[src/rtl/multicycle_controller_if.sv]
// Control bundle between the multicycle controller and the shared datapath.
// master: controller side (takes instruction fields and MemReady, drives controls).
// slave: datapath side (drives instruction fields and MemReady, takes controls).
interface multicycle_controller_if;
    logic [5:0]  Opcode;      // instruction register [31:26]
    logic [5:0]  Funct;       // instruction register [5:0]
    logic        MemReady;    // memory finishes the current access this cycle
    logic [2:0]  State;       // IF=0 ID=1 EXE=2 MEM=3 WB=4 HALT=5
    logic        PCWrite;
    logic        Jump;
    logic        Branch;
    logic        Expect;
    logic        IRWrite;
    logic        MemRead;
    logic        MemWrite;
    logic        RegWrite;
    logic        RegDst;
    logic        MemToReg;
    logic        ALUSrcB;
    logic        ExtSel;
    logic [2:0]  ALUOp;       // 0 add, 1 sub, 2 or, 3 and, 4 slt
    logic        Halted;
    logic [31:0] InstrCount;  // retired-instruction count

    modport master (
        input  Opcode, Funct, MemReady,
        output State, PCWrite, Jump, Branch, Expect, IRWrite, MemRead, MemWrite,
               RegWrite, RegDst, MemToReg, ALUSrcB, ExtSel, ALUOp, Halted, InstrCount
    );

    modport slave (
        output Opcode, Funct, MemReady,
        input  State, PCWrite, Jump, Branch, Expect, IRWrite, MemRead, MemWrite,
               RegWrite, RegDst, MemToReg, ALUSrcB, ExtSel, ALUOp, Halted, InstrCount
    );
endinterface

[src/rtl/multicycle_controller.sv]
// Multicycle MIPS control FSM: IF/ID/EXE/MEM/WB sequencing of one shared datapath,
// Moore-decoded controls, MemReady stalls in IF and MEM, retired-instruction counter.
// Ports: CLK, Reset (sync, active high), bus (multicycle_controller_if.master).
// Optional HALT state built when MULTICYCLE_HALT_EN is defined; otherwise opcode 111111 is a nop.
module multicycle_controller (
    input  logic                          CLK,
    input  logic                          Reset,
    multicycle_controller_if.master       bus
);

    localparam logic [5:0] OP_RTYPE = 6'b000000;
    localparam logic [5:0] OP_ADDI  = 6'b001000;
    localparam logic [5:0] OP_ORI   = 6'b001101;
    localparam logic [5:0] OP_LW    = 6'b100011;
    localparam logic [5:0] OP_SW    = 6'b101011;
    localparam logic [5:0] OP_BEQ   = 6'b000100;
    localparam logic [5:0] OP_BNE   = 6'b000101;
    localparam logic [5:0] OP_J     = 6'b000010;
`ifdef MULTICYCLE_HALT_EN
    localparam logic [5:0] OP_HALT  = 6'b111111;
`endif

    localparam logic [2:0] ALU_ADD = 3'd0;
    localparam logic [2:0] ALU_SUB = 3'd1;
    localparam logic [2:0] ALU_OR  = 3'd2;
    localparam logic [2:0] ALU_AND = 3'd3;
    localparam logic [2:0] ALU_SLT = 3'd4;

    typedef enum logic [2:0] {
        S_IF  = 3'd0,
        S_ID  = 3'd1,
        S_EXE = 3'd2,
        S_MEM = 3'd3,
        S_WB  = 3'd4
`ifdef MULTICYCLE_HALT_EN
        ,
        S_HALT = 3'd5
`endif
    } state_t;

    state_t      state_q, state_d;
    logic [5:0]  op_q;
    logic [31:0] instr_count;

    logic pc_write, jump, branch, expect_eq, ir_write, mem_read, mem_write;
    logic reg_write, reg_dst, mem_to_reg, alu_src_b, ext_sel;
    logic [2:0] alu_op;

    // R-type funct decode; unknown functs fall back to add
    function automatic logic [2:0] funct_alu(input logic [5:0] f);
        case (f)
            6'b100000: return ALU_ADD;
            6'b100010: return ALU_SUB;
            6'b100100: return ALU_AND;
            6'b100101: return ALU_OR;
            6'b101010: return ALU_SLT;
            default:   return ALU_ADD;
        endcase
    endfunction

    always_ff @(posedge CLK) begin
        if (Reset) begin
            state_q     <= S_IF;
            op_q        <= 6'd0;
            instr_count <= 32'd0;
        end else begin
            state_q <= state_d;
            if (state_q == S_ID)
                op_q <= bus.Opcode;
            if (pc_write)
                instr_count <= instr_count + 32'd1;
        end
    end

    always_comb begin
        state_d    = state_q;
        pc_write   = 1'b0;
        jump       = 1'b0;
        branch     = 1'b0;
        expect_eq  = 1'b0;
        ir_write   = 1'b0;
        mem_read   = 1'b0;
        mem_write  = 1'b0;
        reg_write  = 1'b0;
        reg_dst    = 1'b0;
        mem_to_reg = 1'b0;
        alu_src_b  = 1'b0;
        ext_sel    = 1'b0;
        alu_op     = ALU_ADD;

        case (state_q)
            S_IF: begin
                mem_read = 1'b1;
                if (bus.MemReady) begin
                    ir_write = 1'b1;
                    state_d  = S_ID;
                end
            end
            // op_q is loaded at the end of this cycle, so ID decodes the live opcode
            S_ID: begin
                case (bus.Opcode)
                    OP_J: begin
                        jump     = 1'b1;
                        pc_write = 1'b1;
                        state_d  = S_IF;
                    end
`ifdef MULTICYCLE_HALT_EN
                    OP_HALT: state_d = S_HALT;
`endif
                    OP_RTYPE, OP_ADDI, OP_ORI, OP_LW, OP_SW, OP_BEQ, OP_BNE:
                        state_d = S_EXE;
                    default: begin
                        // unknown opcode retires as a nop
                        pc_write = 1'b1;
                        state_d  = S_IF;
                    end
                endcase
            end
            S_EXE: begin
                case (op_q)
                    OP_RTYPE: begin
                        alu_op  = funct_alu(bus.Funct);
                        reg_dst = 1'b1;
                        state_d = S_WB;
                    end
                    OP_ADDI: begin
                        alu_src_b = 1'b1;
                        ext_sel   = 1'b1;
                        state_d   = S_WB;
                    end
                    OP_ORI: begin
                        alu_src_b = 1'b1;
                        alu_op    = ALU_OR;
                        state_d   = S_WB;
                    end
                    OP_LW, OP_SW: begin
                        alu_src_b = 1'b1;
                        ext_sel   = 1'b1;
                        state_d   = S_MEM;
                    end
                    OP_BEQ, OP_BNE: begin
                        alu_op    = ALU_SUB;
                        branch    = 1'b1;
                        expect_eq = (op_q == OP_BEQ);
                        pc_write  = 1'b1;
                        state_d   = S_IF;
                    end
                    default: state_d = S_IF;
                endcase
            end
            S_MEM: begin
                // address computation stays selected for the whole stall
                alu_src_b = 1'b1;
                ext_sel   = 1'b1;
                if (op_q == OP_LW) begin
                    mem_read = 1'b1;
                    if (bus.MemReady)
                        state_d = S_WB;
                end else begin
                    mem_write = 1'b1;
                    if (bus.MemReady) begin
                        pc_write = 1'b1;
                        state_d  = S_IF;
                    end
                end
            end
            S_WB: begin
                reg_write  = 1'b1;
                pc_write   = 1'b1;
                mem_to_reg = (op_q == OP_LW);
                reg_dst    = (op_q == OP_RTYPE);
                // immediate forms keep their EXE operand selection
                alu_src_b  = (op_q != OP_RTYPE);
                ext_sel    = (op_q == OP_ADDI) || (op_q == OP_LW);
                state_d    = S_IF;
            end
`ifdef MULTICYCLE_HALT_EN
            S_HALT: state_d = S_HALT;
`endif
            default: state_d = S_IF;
        endcase

        // reset aborts whatever is in flight: no strobe may escape this cycle
        if (Reset) begin
            state_d    = S_IF;
            pc_write   = 1'b0;
            jump       = 1'b0;
            branch     = 1'b0;
            expect_eq  = 1'b0;
            ir_write   = 1'b0;
            mem_read   = 1'b0;
            mem_write  = 1'b0;
            reg_write  = 1'b0;
            reg_dst    = 1'b0;
            mem_to_reg = 1'b0;
            alu_src_b  = 1'b0;
            ext_sel    = 1'b0;
            alu_op     = ALU_ADD;
        end
    end

    assign bus.State      = state_q;
    assign bus.PCWrite    = pc_write;
    assign bus.Jump       = jump;
    assign bus.Branch     = branch;
    assign bus.Expect     = expect_eq;
    assign bus.IRWrite    = ir_write;
    assign bus.MemRead    = mem_read;
    assign bus.MemWrite   = mem_write;
    assign bus.RegWrite   = reg_write;
    assign bus.RegDst     = reg_dst;
    assign bus.MemToReg   = mem_to_reg;
    assign bus.ALUSrcB    = alu_src_b;
    assign bus.ExtSel     = ext_sel;
    assign bus.ALUOp      = alu_op;
    assign bus.InstrCount = instr_count;
`ifdef MULTICYCLE_HALT_EN
    assign bus.Halted     = (state_q == S_HALT);
`else
    assign bus.Halted     = 1'b0;
`endif

endmodule

[src/flat_wrapper.sv]
// flat-port wrapper written by rule: the top's interface ports become plain ports
module multicycle_controller_flat 
  (CLK, Reset, bus_Opcode, bus_Funct, bus_MemReady, bus_State, bus_PCWrite, bus_Jump, bus_Branch, bus_Expect, bus_IRWrite, bus_MemRead, bus_MemWrite, bus_RegWrite, bus_RegDst, bus_MemToReg, bus_ALUSrcB, bus_ExtSel, bus_ALUOp, bus_Halted, bus_InstrCount);
  multicycle_controller_if bus_i ();
  input  logic CLK;
  input  logic Reset;
  input wire logic [$bits(bus_i.Opcode)-1:0] bus_Opcode;
  input wire logic [$bits(bus_i.Funct)-1:0] bus_Funct;
  input wire logic [$bits(bus_i.MemReady)-1:0] bus_MemReady;
  output wire logic [$bits(bus_i.State)-1:0] bus_State;
  output wire logic [$bits(bus_i.PCWrite)-1:0] bus_PCWrite;
  output wire logic [$bits(bus_i.Jump)-1:0] bus_Jump;
  output wire logic [$bits(bus_i.Branch)-1:0] bus_Branch;
  output wire logic [$bits(bus_i.Expect)-1:0] bus_Expect;
  output wire logic [$bits(bus_i.IRWrite)-1:0] bus_IRWrite;
  output wire logic [$bits(bus_i.MemRead)-1:0] bus_MemRead;
  output wire logic [$bits(bus_i.MemWrite)-1:0] bus_MemWrite;
  output wire logic [$bits(bus_i.RegWrite)-1:0] bus_RegWrite;
  output wire logic [$bits(bus_i.RegDst)-1:0] bus_RegDst;
  output wire logic [$bits(bus_i.MemToReg)-1:0] bus_MemToReg;
  output wire logic [$bits(bus_i.ALUSrcB)-1:0] bus_ALUSrcB;
  output wire logic [$bits(bus_i.ExtSel)-1:0] bus_ExtSel;
  output wire logic [$bits(bus_i.ALUOp)-1:0] bus_ALUOp;
  output wire logic [$bits(bus_i.Halted)-1:0] bus_Halted;
  output wire logic [$bits(bus_i.InstrCount)-1:0] bus_InstrCount;
  assign bus_i.Opcode = bus_Opcode;
  assign bus_i.Funct = bus_Funct;
  assign bus_i.MemReady = bus_MemReady;
  assign bus_State = bus_i.State;
  assign bus_PCWrite = bus_i.PCWrite;
  assign bus_Jump = bus_i.Jump;
  assign bus_Branch = bus_i.Branch;
  assign bus_Expect = bus_i.Expect;
  assign bus_IRWrite = bus_i.IRWrite;
  assign bus_MemRead = bus_i.MemRead;
  assign bus_MemWrite = bus_i.MemWrite;
  assign bus_RegWrite = bus_i.RegWrite;
  assign bus_RegDst = bus_i.RegDst;
  assign bus_MemToReg = bus_i.MemToReg;
  assign bus_ALUSrcB = bus_i.ALUSrcB;
  assign bus_ExtSel = bus_i.ExtSel;
  assign bus_ALUOp = bus_i.ALUOp;
  assign bus_Halted = bus_i.Halted;
  assign bus_InstrCount = bus_i.InstrCount;
  multicycle_controller u_core (.CLK(CLK), .Reset(Reset), .bus(bus_i));
endmodule
[config.mk]
export PLATFORM = sky130hd
export DESIGN_NAME = multicycle_controller_flat
export DESIGN_NICKNAME = d
export VERILOG_FILES = /design/src/rtl/multicycle_controller_if.sv /design/src/rtl/multicycle_controller.sv /design/src/flat_wrapper.sv
export SDC_FILE = /design/constraint.sdc
export NUM_CORES = 1
export LEC_CHECK = 0
export ABC_AREA = 1
export CORE_MARGIN = 4
export CORE_UTILIZATION = 68
export CTS_BUF_LIST = sky130_fd_sc_hd__clkbuf_16
export CTS_CLUSTER_DIAMETER = 50
export DETAILED_ROUTE_END_ITERATION = 10
export DONT_BUFFER_PORTS = 1
export PLACE_DENSITY = 0.94
export SYNTH_ARGS = -nofsm -noshare
export SYNTH_HDL_FRONTEND = slang
export SYNTH_SLANG_ARGS = --single-unit
[constraint.sdc]
create_clock -name CLK -period 2.56 [get_ports CLK]
set_input_delay 0.384 -clock CLK [delete_from_list [all_inputs] [get_ports CLK]]
set_output_delay 0.384 -clock CLK [all_outputs]
set_load 0.01 [all_outputs]
==> reports/metrics.cfg, run 1 <==
[run_status]
status = complete, no violations

[clock_tree]
cts_hold_buf = 0
clock_sinks = 41
cts_repair_resize_count = 0
clockBufferDepth = 2
cts.htree.levels = 2
post_cts_buffers = 0
cts_tree = done
clk_latency_ns = 0.29
cts_buffers = 5
clkTransAtPathRegs_ns = 0.06
root_buffer = clkbuf_16

[floorplan]
die_y_um = 68.2
row_count = 21
core_region_area_sq_um = 3420
die_w_um = 68.2
start_util = 0.721
ios = 66
die_area_sq_um = 4650

[sta]
max_freq_ghz = 0.456
slew_viol_final = 0
setup_slack_ns = 0.369
fin_crit_sh = 0.856
setup_viol = 0
rsz0062_at_grt = false
hold_viol_final = 0
layout_min_cycle_time_ns = 2.19
fin_skew_ns = 0.00733
setup_tns_ns = 0
worst_hold_slack_ns = 0.164

[global_route]
antenna_found_initial = 0
grt_max_degree = 40
grt_pass1_vias = 2373
grt_pass1_wl_mm = 9.69
gr-total-overflow = 0
track_usage = 0.273

[place]
portBuffers = 0
gp_congestion = 0.866
placedInstanceArea_sq_um = 2440
dp_hpwl_mm = 4.13
place_inst = 430
pre_cts_slack_ns = 0.649

[route]
wl_mm = 5.88
drc = 0
via_per_inst = 5.86
drtIter0Drc = 169
dr_total_vias = 2566
firstDrtPassIters = 5
wl_per_cell_um = 13.4
postRouteAntennaNets = 0

[power]
power_density_nw_per_um2 = 574
irDropWorstVdd_uv = 403
leakagePower_nw = 1.04

[layout]
layout.nets = 407
instances_no_fill = 438
diodes = 0
drive_gt1_frac = 0.0893
area_growth_pct = 5.69
finalInstanceArea_sq_um = 2600

[logic_synthesis]
synth_nets = 411
synth_area_leader_cell = dfxtp_1
yosysUniqueCellTypes = 34
synth_warnings = 0
syn-mean-instance-area_sq_um = 6.24
yosys.cell_count.top_type = nand2_1
synth_area_leaders = dfxtp_1 (33%), nand2_1 (13%), nor2_1 (11%), nand3_1 (9.1%), a21oi_1 (7.3%)
synthTopCellsByCount = nand2_1 (84), nor2_1 (75), nand3_1 (45), dfxtp_1 (41), a21oi_1 (36)
yosys.area.top_type_share = 0.333
ys_seq_area_frac = 0.333
synthCells = 395
ys_ff_latch = 41
async_reset_ff_frac = 0
syn_area_sq_um = 2460
synth_edf_count = 0
synth_ff_type = dfxtp_1

[setup_path]
start_kind = register
cp_max_fo = 32
worst-setup-path-type = reg2out
crit_arrival_ns = 1.81
crit_required_ns = 2.18
endpoint_kind = output pin

[job]
drv_cap = 0

[hold_path]
hold_path_class = in2reg

==> cell usage in the layout, fill, tap and decap left out, types with 2 or more instances in the layout <==
cell       Yosys  routed
nand2_1       84      84
dfxtp_1       41      41
nor2_4         2       2
nor3_1        11      11
a31oi_1        4       4
nand3_1       45      45
nand2_2        2       2
nor2_2         7       7
clkinv_1       2       3
inv_1         34      34
a211oi_1       2       2
inv_2          8       8
o21ai_0        9       9
clkbuf_16      0       5
nor4_1         2       2
a21oi_1       36      36
nand4_1        5       5
nor2_1        75      75
buf_4          1       2
or2_2          2       2
==> cell type report <==
class / count / area [sq um]
well taps: 46 / 57.6
inverters: 44 / 165
flip-flops and latches: 41 / 821
multi-input cells: 297 / 1380
clock inverters: 3 / 41.3
repair buffers: 2 / 15.0
fillers: 259 / 812
clock buffers: 5 / 125
==> worst max-delay path, cell delays in order, from the launching register on <==
cell,delay [ns]
dfxtp_1,0.48
inv_2,0.10
nor2_2,0.18
nand3_1,0.14
nand3_4,0.31
inv_1,0.10
nor2_1,0.21
==> per-layer routing <==
layer	vias to the layer above	wire [um]	GRT usage
met3	15	494	0.0788
met1	1184	2440	0.292
li1	1268	-	-
met2	99	2830	0.493
met4	0	121	0.119
met5	-	0	0
==> report_power, final <==
part           internal [mW]  total (mW)  switching, mW
Clock                  0.457       0.718          0.261
Combinational         0.0323       0.113         0.0804
Sequential             0.649       0.664         0.0154
==> metrics by stage <==
step,utilization,power (mW)
2_1_floorplan,-,0.781
3_3_place_gp,0.714,0.786
3_5_place_dp,0.714,0.788
4_1_cts,0.762,1.50
5_1_grt,0.762,1.54
6_report,0.762,1.49
==> worst paths after layout <==
path / start / endpoint / slack [ns] / cells after the start
min reg2reg: u_core.op_q[4] / u_core.op_q[4] / 0.50 / 2
min: Reset / u_core.bus.State[1] / 0.16 / 1
max: u_core.bus.State[0] / bus_PCWrite / 0.37 / 6
max reg2reg: u_core.bus.State[0] / u_core.bus.InstrCount[13] / 0.63 / 8
==> state kept, by name (all words and copies together), names as in the netlist <==
| name | flops |
|---|---|
| u_core.bus.InstrCount | 32 |
| u_core.op_q | 6 |
| u_core.bus.State | 3 |
==> kinds of logic (layout without fill, tap and decap cells) <==
group | Yosys count | in the layout | synth area share
compound gates | 54 | 54 | 0.116
fa+ha+maj | 1 | 1 | 0.00508
buf+inv | 57 | 54 | 0.107
flops | 41 | 41 | 0.333
other cells | 1 | 1 | 0.00152
simple gates | 241 | 241 | 0.437
Note: power is estimated with default switching activity, not from simulation.
==> run 2, diff against run 1 <==
==> constraint.sdc (replaced) <==
create_clock -name CLK -period 2.6 [get_ports CLK]
set_input_delay 0.39 -clock CLK [delete_from_list [all_inputs] [get_ports CLK]]
set_output_delay 0.39 -clock CLK [all_outputs]
set_load 0.01 [all_outputs]
==> run 2 against run 1 <==
- global-route usage increased by 0.053 points
- critical path depth stayed put
- non-clock buffer count is the same
- routed wire length increased by 0.49%
- final cell count unchanged
- design area decreased by 0.91%
- clock power decreased by 16%
==> reports/metrics.cfg, run 2 (synthesized netlist as in run 1, its figures left out) <==
[sta]
fin_crit_sh = 0.851
setup_tns_ns = 0
setup_slack_ns = 0.388
hold_viol_final = 0
layout_min_cycle_time_ns = 2.21
slew_viol_final = 0
worst_hold_slack_ns = 0.180
rsz0062_at_grt = false
setup_viol = 0
fin_skew_ns = 0.00456
max_freq_ghz = 0.452

[route]
drc = 0
via_per_inst = 5.77
wl_met2_mm = 2.90
wl_mm = 5.91
firstDrtPassIters = 5
top_layer_used = met4
dr_total_vias = 2527
wl_per_cell_um = 13.5
met1_length_mm = 2.35
drtIter0Drc = 223
dr_wl_met3_um = 581
postRouteAntennaNets = 0

[hold_path]
hold_path_class = in2reg

[setup_path]
r2r_end = u_core.bus.InstrCount[28]
endpoint_kind = output pin
reg2reg_slack_ns = 0.54
cp_max_fo = 30
crit_path_top_delay_cell = dfxtp_1
reg2reg_depth = 10
crit_arrival_ns = 1.82
crit_required_ns = 2.21
worst-setup-path-type = reg2out
crit_path_end = bus_PCWrite
critPathMaxStageDelay_ns = 0.48
start_kind = register
startpoint = u_core.bus.State[0]
crit_chain = inv_2 -> nor2_2 -> nand3_1 -> nand3_4 -> inv_1 -> nor2_1
worst_r2r_startpoint = u_core.bus.InstrCount[0]

[floorplan]
start_util = 0.721
die_area_sq_um = 4650
die_y_um = 68.2
row_count = 21
ios = 66
core_region_area_sq_um = 3420
die_w_um = 68.2

[layout]
diodes = 0
n_fill_cell = 276
finalInstanceArea_sq_um = 2580
area_growth_pct = 4.72
final_cell_mix = nand2_1 (84), nor2_1 (75), nand3_1 (45)
largest_reg_flops = 32
layout.nets = 407
final_util = 0.755
instances_no_fill = 438
drive_gt1_frac = 0.0893
final_common_cell = nand2_1

[job]
drv_cap = 0

[power]
power_density_nw_per_um2 = 532
leakagePower_nw = 1.03
p_total_mw = 1.37
irDropWorstVdd_uv = 576

[global_route]
track_usage = 0.274
grt_pass1_vias = 2408
gr-total-overflow = 0
antenna_found_initial = 0
grt_pass1_wl_mm = 9.86
grt_max_degree = 40

[clock_tree]
cts_buffers = 5
clk_latency_ns = 0.28
cts_tree = done
clkTransAtPathRegs_ns = 0.06
clockBufferDepth = 2
post_cts_buffers = 0
cts_hold_buf = 0
root_buffer = clkbuf_16
cts_repair_resize_count = 0
clock_sinks = 41
cts.htree.levels = 2

[place]
place_inst = 430
portBuffers = 0
pre_cts_slack_ns = 0.580
gp_congestion = 0.885
dp_hpwl_mm = 4.25
placedInstanceArea_sq_um = 2440

[run_status]
status = complete, no violations

==> run 2: cell count changes in the layout (fill, tap and decap cells not counted), sizes merged <==
cell	before	now
clkinvlp	1	0
bufinv	1	0
clkinv	3	5
==> run 2: layout make-up <==
| cell class | count | area, sq um | area share |
|---|---|---|---|
| clock buffers | 5 | 125 | 0.0485 |
| repair buffers | 2 | 15.0 | 0.00582 |
| well taps | 46 | 57.6 | 0.0223 |
| multi-input cells | 297 | 1380 | 0.534 |
| flip-flops and latches | 41 | 821 | 0.318 |
| clock inverters | 3 | 17.5 | 0.00679 |
| inverters | 44 | 165 | 0.0640 |
==> run 2: how the worst min path moves through the flow <==
stage	startpoint	to	slack, ns	cells past startpoint
after floorplan	u_core.op_q[4]	u_core.op_q[4]	0.46	2
after global placement	u_core.op_q[4]	u_core.op_q[4]	0.48	2
after detailed placement	Reset	u_core.bus.State[0]	0.47	1
after CTS	Reset	u_core.bus.State[0]	0.17	1
after global routing	Reset	u_core.bus.State[0]	0.18	1
final	Reset	u_core.bus.State[0]	0.18	1
==> run 2: worst max-delay path: cells and delay by family, from the launching register on <==
family	cells	cell delay, ns
simple gates	4	0.82
flops	1	0.48
buf+inv	2	0.24
==> run 2: routing by layer <==
metal / up-vias / GRT usage
li1: 1268 / -
met1: 1137 / 0.317
met2: 114 / 0.471
met3: 8 / 0.0870
met4: 0 / 0.0968
met5: - / 0
==> run 2: where the power goes <==
| part | total, mW | internal, mW | switching, mW |
|---|---|---|---|
| Clock | 0.603 | 0.352 | 0.251 |
| Combinational | 0.114 | 0.0322 | 0.0817 |
| Sequential | 0.655 | 0.639 | 0.0159 |
==> run 3, diff against run 2 <==
--- a/config.mk
+++ b/config.mk
@@ -12,7 +12,7 @@
 export CTS_CLUSTER_DIAMETER = 50
 export DETAILED_ROUTE_END_ITERATION = 10
 export DONT_BUFFER_PORTS = 1
-export PLACE_DENSITY = 0.94
+export PLACE_DENSITY_LB_ADDON = 0.05
 export SYNTH_ARGS = -nofsm -noshare
 export SYNTH_HDL_FRONTEND = slang
 export SYNTH_SLANG_ARGS = --single-unit
==> run 3 against run 2 <==
- count of clock-buffer cells in the layout unchanged
- maximum frequency is 0.66% higher
- global-route usage decreased by 1.1 points
- via count is 0.28% lower
- design area down 0.19%
- routed wire length is 5.9% lower
==> reports/metrics.cfg, run 3 (synthesized netlist as in run 1, its figures left out) <==
[run_status]
status = complete, no violations

[power]
irDropWorstVdd_uv = 306
leakagePower_nw = 1.03
power_density_nw_per_um2 = 524
p_total_mw = 1.35

[floorplan]
ios = 66
start_util = 0.721
die_area_sq_um = 4650
die_y_um = 68.2
core_region_area_sq_um = 3420
row_count = 21
die_w_um = 68.2

[setup_path]
reg2reg_depth = 8
crit_path_end = bus_PCWrite
r2r_end = u_core.bus.InstrCount[16]
crit_required_ns = 2.21
crit_arrival_ns = 1.81
worst_r2r_startpoint = u_core.bus.State[0]
startpoint = u_core.bus.State[0]
reg2reg_slack_ns = 0.65
endpoint_kind = output pin
cp_max_fo = 27
start_kind = register
worst-setup-path-type = reg2out

[job]
drv_cap = 0

[route]
postRouteAntennaNets = 0
drc = 0
firstDrtPassIters = 5
drtIter0Drc = 146
dr_total_vias = 2520
wl_mm = 5.56
wl_per_cell_um = 12.7
via_per_inst = 5.75

[layout]
final_common_cell = nand2_1
diodes = 0
final_cell_mix = nand2_1 (84), nor2_1 (75), nand3_1 (45)
largest_reg_flops = 32
layout.nets = 407
finalInstanceArea_sq_um = 2570
area_growth_pct = 4.52
drive_gt1_frac = 0.0867
final_util = 0.754

[global_route]
grt_max_degree = 40
track_usage = 0.262
grt_pass1_vias = 2316
gr-total-overflow = 0
antenna_found_initial = 0
grt_pass1_wl_mm = 9.60

[sta]
worst_hold_slack_ns = 0.179
slew_viol_final = 0
fin_skew_ns = 0.00487
rsz0062_at_grt = false
fin_crit_sh = 0.845
layout_min_cycle_time_ns = 2.20
max_freq_ghz = 0.455
setup_tns_ns = 0
setup_viol = 0
hold_viol_final = 0

[clock_tree]
clk_latency_ns = 0.28
clkTransAtPathRegs_ns = 0.06
clockBufferDepth = 2
cts_buffers = 5
cts_tree = done
cts_hold_buf = 0
root_buffer = clkbuf_16
cts_repair_resize_count = 0
post_cts_buffers = 0
clock_sinks = 41
cts.htree.levels = 2

[place]
placedInstanceArea_sq_um = 2440
gp_congestion = 0.842
dp_hpwl_mm = 4.01
portBuffers = 0

[hold_path]
hold_path_class = in2reg

-- run 3: cell counts in the layout (fill, tap and decap cells not counted) --
Identical to the previous run, type by type.
-- run 3: area by class of cell --
cell class	instances	area (sq um)
Inverter	44	165
Multi-Input combinational cell	297	1380
Fill cell	291	841
Timing Repair Buffer	2	15.0
Sequential cell	41	821
Tap cell	46	57.6
Clock inverter	3	12.5
Clock buffer	5	125
-- run 3: worst min-delay path by stage --
stage / to / slack, ns / from / cells past startpoint
finish: u_core.bus.State[0] / 0.18 / Reset / 1
floorplan: u_core.op_q[4] / 0.46 / u_core.op_q[4] / 2
CTS: u_core.bus.State[1] / 0.17 / Reset / 1
global placement: u_core.bus.State[1] / 0.46 / Reset / 1
detailed placement: u_core.bus.State[1] / 0.47 / Reset / 1
global route: u_core.bus.State[0] / 0.17 / Reset / 1
-- run 3: metrics by stage --
stage	setup slack [ns]	std cells
5_1_grt	0.273	438
2_1_floorplan	0.966	395
6_report	0.403	438
4_1_cts	0.393	438
3_3_place_gp	0.710	430
3_5_place_dp	0.682	430
-- run 3: report_power, final --
group / internal (mW) / total (mW) / switching (mW)
sequential: 0.639 / 0.654 / 0.0151
combinational: 0.0318 / 0.110 / 0.0784
clock: 0.347 / 0.584 / 0.237
total: 1.02 / 1.35 / 0.331
-- run 3: routing by layer --
layer | GRT usage | wire length (um) | up-vias
met2 | 0.450 | 2660 | 79
met5 | 0 | 0 | -
li1 | - | - | 1274
met1 | 0.313 | 2390 | 1160
met3 | 0.0821 | 455 | 7
met4 | 0.0744 | 55 | 0
-- run 3: critical path, cell delays in order (launching register included) --
cell	delay (ns)
dfxtp_1	0.48
inv_2	0.10
nor2_2	0.18
nand3_1	0.15
nand3_4	0.28
inv_1	0.12
nor2_1	0.21
